**src/rtl/forward_control_unit.sv**
```systemverilog
// -----------------------------------------------------------------------------
// forward_control_unit
//
// Forwarding and load-use hazard controller for the pipelined RISC core.
// The ID-stage source registers are compared against the destinations of the
// instructions currently in EX and MEM. A registered 2-bit forward select per
// source channel is produced for the EX operand muxes in the following cycle.
// A load in EX whose destination is read by the ID instruction holds the front
// end for LOAD_STALL cycles.
//
// Parameters
//   NUM_SRC     number of source operand channels per instruction
//   REG_ADDR_W  register address width
//   LOAD_STALL  stall cycles inserted per load-use hazard (>= 1)
//
// Ports
//   clk, rst       rising-edge clock, asynchronous active-high reset
//   flush          pipeline flush (branch taken / exception)
//   id_valid       ID stage holds a valid instruction
//   id_src_addr    ID source registers, channel i at [i*REG_ADDR_W +: REG_ADDR_W]
//   id_src_used    channel i actually reads its register
//   ex_*           EX stage valid / reg write / load / destination
//   mem_*          MEM stage valid / reg write / destination
//   fwd_sel        registered per-channel select: 0 regfile, 1 EX/MEM, 2 MEM/WB
//   stall          hold PC and IF/ID register
//   bubble         insert NOP into ID/EX (same as stall)
//   hazard_cnt     saturating count of load-use hazards detected
// -----------------------------------------------------------------------------
module forward_control_unit #(
  parameter int NUM_SRC    = 2,
  parameter int REG_ADDR_W = 5,
  parameter int LOAD_STALL = 1
) (
  input  logic                          clk,
  input  logic                          rst,
  input  logic                          flush,
  input  logic                          id_valid,
  input  logic [NUM_SRC*REG_ADDR_W-1:0] id_src_addr,
  input  logic [NUM_SRC-1:0]            id_src_used,
  input  logic                          ex_valid,
  input  logic                          ex_reg_write,
  input  logic                          ex_mem_read,
  input  logic [REG_ADDR_W-1:0]         ex_dst_addr,
  input  logic                          mem_valid,
  input  logic                          mem_reg_write,
  input  logic [REG_ADDR_W-1:0]         mem_dst_addr,
  output logic [NUM_SRC*2-1:0]          fwd_sel,
  output logic                          stall,
  output logic                          bubble,
  output logic [15:0]                   hazard_cnt
);

  localparam int SCNT_W = $clog2(LOAD_STALL + 1);

  typedef enum logic [0:0] {
    IDLE = 1'b0,
    HOLD = 1'b1
  } state_t;

  state_t                 state_q, state_d;
  logic [SCNT_W-1:0]      scnt_q, scnt_d;
  logic [NUM_SRC*2-1:0]   fwd_sel_q, fwd_sel_d;
  logic [15:0]            hazard_cnt_q, hazard_cnt_d;

  logic [NUM_SRC-1:0]     m_ex;
  logic [NUM_SRC-1:0]     m_mem;
  logic [NUM_SRC*2-1:0]   next_sel;
  logic                   haz;
  logic                   stall_int;

  // Per-channel match terms. Register 0 is hardwired zero and never forwarded.
  // EX wins over MEM because it holds the newer value of the register.
  for (genvar g = 0; g < NUM_SRC; g++) begin : g_ch
    logic [REG_ADDR_W-1:0] src;
    assign src      = id_src_addr[g*REG_ADDR_W +: REG_ADDR_W];
    assign m_ex[g]  = ex_valid & ex_reg_write & id_src_used[g] &
                      (src == ex_dst_addr) & (|src);
    assign m_mem[g] = mem_valid & mem_reg_write & id_src_used[g] &
                      (src == mem_dst_addr) & (|src);
    assign next_sel[2*g +: 2] = m_ex[g]  ? 2'd1 :
                                m_mem[g] ? 2'd2 : 2'd0;
  end

  // A load in EX cannot forward its result in time for an ID reader.
  assign haz = id_valid & ex_mem_read & (|m_ex);

  // Stall FSM. IDLE raises stall in the same cycle as the hazard; HOLD covers
  // the remaining LOAD_STALL-1 cycles. A flush cancels any stall outright,
  // since the instruction that would be stalled is being discarded.
  always_comb begin
    state_d   = state_q;
    scnt_d    = scnt_q;
    stall_int = 1'b0;
    case (state_q)
      IDLE: begin
        stall_int = haz;
        if (haz && (LOAD_STALL > 1)) begin
          state_d = HOLD;
          scnt_d  = SCNT_W'(LOAD_STALL - 1);
        end
      end
      HOLD: begin
        stall_int = 1'b1;
        scnt_d    = scnt_q - SCNT_W'(1);
        if (scnt_q == SCNT_W'(1)) begin
          state_d = IDLE;
        end
      end
      default: begin
        state_d = IDLE;
        scnt_d  = '0;
      end
    endcase
    if (flush) begin
      state_d   = IDLE;
      scnt_d    = '0;
      stall_int = 1'b0;
    end
  end

  // While stalling, a bubble enters EX, so nothing must be forwarded to it.
  always_comb begin
    fwd_sel_d = next_sel;
    if (flush || stall_int) begin
      fwd_sel_d = '0;
    end
  end

  // Each hazard is counted once, on the IDLE cycle that detects it.
  always_comb begin
    hazard_cnt_d = hazard_cnt_q;
    if ((state_q == IDLE) && stall_int && (hazard_cnt_q != 16'hFFFF)) begin
      hazard_cnt_d = hazard_cnt_q + 16'd1;
    end
  end

  always_ff @(posedge clk or posedge rst) begin
    if (rst) begin
      state_q      <= IDLE;
      scnt_q       <= '0;
      fwd_sel_q    <= '0;
      hazard_cnt_q <= '0;
    end else begin
      state_q      <= state_d;
      scnt_q       <= scnt_d;
      fwd_sel_q    <= fwd_sel_d;
      hazard_cnt_q <= hazard_cnt_d;
    end
  end

  // Gating with rst drops stall immediately on an asynchronous reset, even
  // while the registered state has not yet been observed as IDLE downstream.
  assign stall      = stall_int & ~rst;
  assign bubble     = stall;
  assign fwd_sel    = fwd_sel_q;
  assign hazard_cnt = hazard_cnt_q;

endmodule

```
**config.mk**
```make
export PLATFORM = sky130hd
export DESIGN_NAME = forward_control_unit
export DESIGN_NICKNAME = d
export VERILOG_FILES = /design/src/rtl/forward_control_unit.sv
export SDC_FILE = /design/constraint.sdc
export NUM_CORES = 1
export LEC_CHECK = 0
export BUFFER_PORTS_ARGS = -buffer_cell sky130_fd_sc_hd__buf_2
export CAP_MARGIN = 20
export CORE_MARGIN = 2
export CORE_UTILIZATION = 45
export DETAILED_ROUTE_END_ITERATION = 16
export PLACE_DENSITY = 0.74
export SYNTH_ARGS = -nofsm -noshare
export SYNTH_HDL_FRONTEND = slang
export SYNTH_SLANG_ARGS = --single-unit
```
**constraint.sdc**
```tcl
create_clock -name clk -period 2.43 [get_ports clk]
set_input_delay 0.486 -clock clk [delete_from_list [all_inputs] [get_ports clk]]
set_output_delay 0.486 -clock clk [all_outputs]
set_load 0.02 [all_outputs]
```
==> impl_results.md <==
- Run status: finished with violations
- Violations in the final reports: setup timing
- Net Sw Frac: 22.8%
- Clock tree skew after final layout: 0.00160 ns
- Netlist area before placement: 0.00127 mm^2
- R2R Path End: hazard_cnt[2]
- Total wirelength of the detailed-routed design: 3290 um
- First drt pass iteration count: 4
- Unrepaired setup endpoints after global routing: yes
- Final hold vios: 0
- Cell at the slowest stage of the critical path: sky130_fd_sc_hd__or4_1
- Number of sinks on the clock net: 22
- Max-slew headroom at the worst pin: between 40% and 50%
- Layout cell share with drive strength beyond 1: 43.6%
- Global-route wire length before repair: 4620 um
- Proportion of register bits with asynchronous set or reset after synthesis: 100%
- Maximum clock frequency: 409 MHz
- Max Transition Viols Final: 0
- Maximum fanout along the worst path: 3
- Number of endpoints failing setup at the final stage: 2
- Vias in the first global route: 1080
- Final routed DRC violation total: 0
- Yosys warning count: 0
- Worst r2r path cells: 8
- Biggest area consumer among synthesized cells: sky130_fd_sc_hd__dfrtp_1
- Number of cells produced by synthesis: roughly 120
- Buffers added on ports: 52
- Most common cell after layout, fill and taps aside: sky130_fd_sc_hd__buf_2
- Starting Density: 46.9%
- Critical Path Source Type: input port
- Vias post-DR: 1174
- Minimum setup slack among reg-to-reg paths: roughly 0.49 ns
- Maximum capacitance violations: 0
- Top-level port count: 53
- CTS Buf Count: 3
- Smallest setup slack after layout: -0.0125 ns
- Switching power of the nets: 0.176 mW
- Final HPWL DP: 2300 um
- Avg Cell Area, Syn: 10.2 um^2
- Register bit total from synthesis: 22
- Clock slew seen by the registers of the worst setup and hold paths: 0.12 ns
- Number of buffers on the longest clock path: 2
- H-tree lvl count: 1
- Sequential element share of the synthesized area: between 40% and 50%
- Number of nets at the end of the flow: 214
- Number of flops mapped to enable cells by yosys: 0
- Count of antenna-violating nets left after detailed routing: 0
- Number of violations reported at the end of detailed-routing iteration 0: 32
- Main synth FF type: sky130_fd_sc_hd__dfrtp_1
- Routed length per placed instance: 15.5 um
- CTS tree: yes
- Global placement routability congestion: 0.878
- GR Util All Layers: 18.0%
- Worst VDD drop: 0.459 mV
- Final global-route overflow total: 0
- Critical path required time: between 1.5 and 2 ns
- Critical Path, Cell by Cell: buf_2, or4_1, o21ai_2, or4_4, nand2_4, a31oi_4, nor3_2, buf_4
- Part of the total power dissipated in sequential elements: 47.9%
- Area share of the largest cell type after synthesis: 43.3%
- Final critical-path share of the clock period: 101%
- Die extent in x: 57.1 um
- Floorplan row count: 19
- Cell variety after synth: 28
- Clock period minus worst slack: 2.44 ns
- DIE HEIGHT: 57.1 um
- Antenna violations before repair: 0
- Top cell family by delay on the critical path: simple AND/OR/NAND/NOR gates
- Internal cell power: about 0.6 mW
- Clock network power share: 36.7%
- Path type of the worst setup path: input port to output port
- Setup slack after placement: 0.00740 ns
- Avg Vias per Cell: 5.54
- Largest net degree at the start of global routing: 23
- Most frequent cells in the layout: 42 x sky130_fd_sc_hd__buf_2, 22 x sky130_fd_sc_hd__dfrtp_1, 19 x sky130_fd_sc_hd__xnor2_1, 10 x sky130_fd_sc_hd__xor2_1
- HP Class: input port to async pin
- Number of buffers and inverters on the critical path: 2
- Library cell used as clock root buffer: sky130_fd_sc_hd__clkbuf_4
- Die area: 0.00326 mm^2
- Worst-Margin Slew: 0.825 ns
- Insertion delay of the later-clocked pin in the worst-skew pair: 0.31 ns
- Worst Setup End Kind: output port
- Antenna diodes: 0
- Max incr delay on CP: about 0.55 ns
- Power density cells: 430 mW/mm^2
- Post-synthesis net count: 156
- Fraction of power consumed by combinational cells: 15.4%
- Relative area change from synthesis to final layout: 41.1%
- Core area: approximately 0.0027 mm^2
- Total chip power: 0.770 mW
- Critical Path AT: roughly 2.0 ns
- Worst reg2reg path startpoint: hazard_cnt[0]
- Static leakage power: 0.909 nW
- Cell types with the largest area share after synthesis: sky130_fd_sc_hd__dfrtp_1 43%, sky130_fd_sc_hd__xnor2_1 17%, sky130_fd_sc_hd__xor2_1 6.9%
power by group through the flow:
stage	registers [mW]	clock network (mW)	logic, mW
after CTS	0.369	0.288	0.0914
final	0.369	0.283	0.119
after detailed placement	0.376	0	0.0913
after global routing	0.369	0.305	0.128
after floorplan	0.378	0	0.0402
after global placement	0.376	0	0.0880
cell families after synthesis:
group,synth area share [%]
AND/OR/NAND/NOR,21.5
XOR/XNOR,24.1
flip-flops,43.3
AO/OA/AOI/OAI,5.22
buffers and inverters,3.15
multiplexers,1.67
adder cells (fa/ha/maj),0.985
worst max path at each step:
stage	start	to	slack [ns]	cells after the start
after floorplan	ex_dst_addr[2]	stall	-0.11	8
after global placement	id_src_addr[5]	bubble	0.05	8
after detailed placement	id_src_addr[5]	bubble	0.007	8
after CTS	ex_dst_addr[2]	bubble	0.006	8
after global routing	id_src_addr[1]	bubble	-0.06	8
final	id_src_addr[1]	bubble	-0.01	8
worst register-to-register path: stages (launching register included):
cell,delay [ns]
sky130_fd_sc_hd__dfrtp_1,0.44
sky130_fd_sc_hd__ha_1,0.23
sky130_fd_sc_hd__and2_1,0.24
sky130_fd_sc_hd__nand3_1,0.12
sky130_fd_sc_hd__o21ai_0,0.14
sky130_fd_sc_hd__a21oi_4,0.31
sky130_fd_sc_hd__buf_4,0.18
sky130_fd_sc_hd__nand2_1,0.06
sky130_fd_sc_hd__xnor2_1,0.13
cell type report:
type                    count  area [um^2]
multi-input cells          95          778
clock buffers               3         22.5
flip-flops and latches     22          551
repair buffers             58          364
fillers                   228          918
well taps                  31         38.8
inverters                   2         7.51
clock inverters             1         30.0
cell usage after synthesis, types with 2 or more instances:
cell	count
sky130_fd_sc_hd__and3_1	5
sky130_fd_sc_hd__inv_1	2
sky130_fd_sc_hd__buf_2	2
sky130_fd_sc_hd__or4_1	5
sky130_fd_sc_hd__and4_1	2
sky130_fd_sc_hd__o21ai_1	2
sky130_fd_sc_hd__nor2_1	6
sky130_fd_sc_hd__nor3_1	2
sky130_fd_sc_hd__dfrtp_1	22
sky130_fd_sc_hd__xor2_1	10
sky130_fd_sc_hd__o211a_1	2
sky130_fd_sc_hd__nand2_1	7
sky130_fd_sc_hd__nor4_1	2
sky130_fd_sc_hd__xnor2_1	25
sky130_fd_sc_hd__nand4_1	9
sky130_fd_sc_hd__nand3_1	9
layer usage:
| layer | track usage [%] | vias to the layer above | part of all wire, % |
|---|---|---|---|
| met4 | 7.97 | 0 | 2.7 |
| met2 | 33.8 | 42 | 56 |
| met3 | 1.36 | 9 | 3.9 |
| li1 | - | 553 | - |
| met1 | 20.8 | 570 | 37 |
| met5 | 0 | - | 0 |
per-stage QoR:
stage               hold WS [ns]  instances  TNS (ns)  utilization, %  area, um^2
floorplan                  0.426        124    -0.114               -        1270
global placement           0.441        207         0            58.3        1580
detailed placement         0.460        207         0            58.3        1580
CTS                        0.351        211         0            60.2        1630
global route               0.383        212    -0.120            66.1        1790
finish                     0.335        212   -0.0248            66.1        1790
timing repair:
item / 4_1_cts / 5_1_grt
buffers inserted: 0 / 1
hold buffers: 0 / 0
endpoints found under the setup margin: 0 / 2
resized for setup: 0 / 36
state kept, by name (all words and copies together) (netlist names):
register / cells
state_q: 1
scnt_q: 1
hazard_cnt: 16
fwd_sel: 4
No activity file was read; power rests on OpenSTA's default activity.
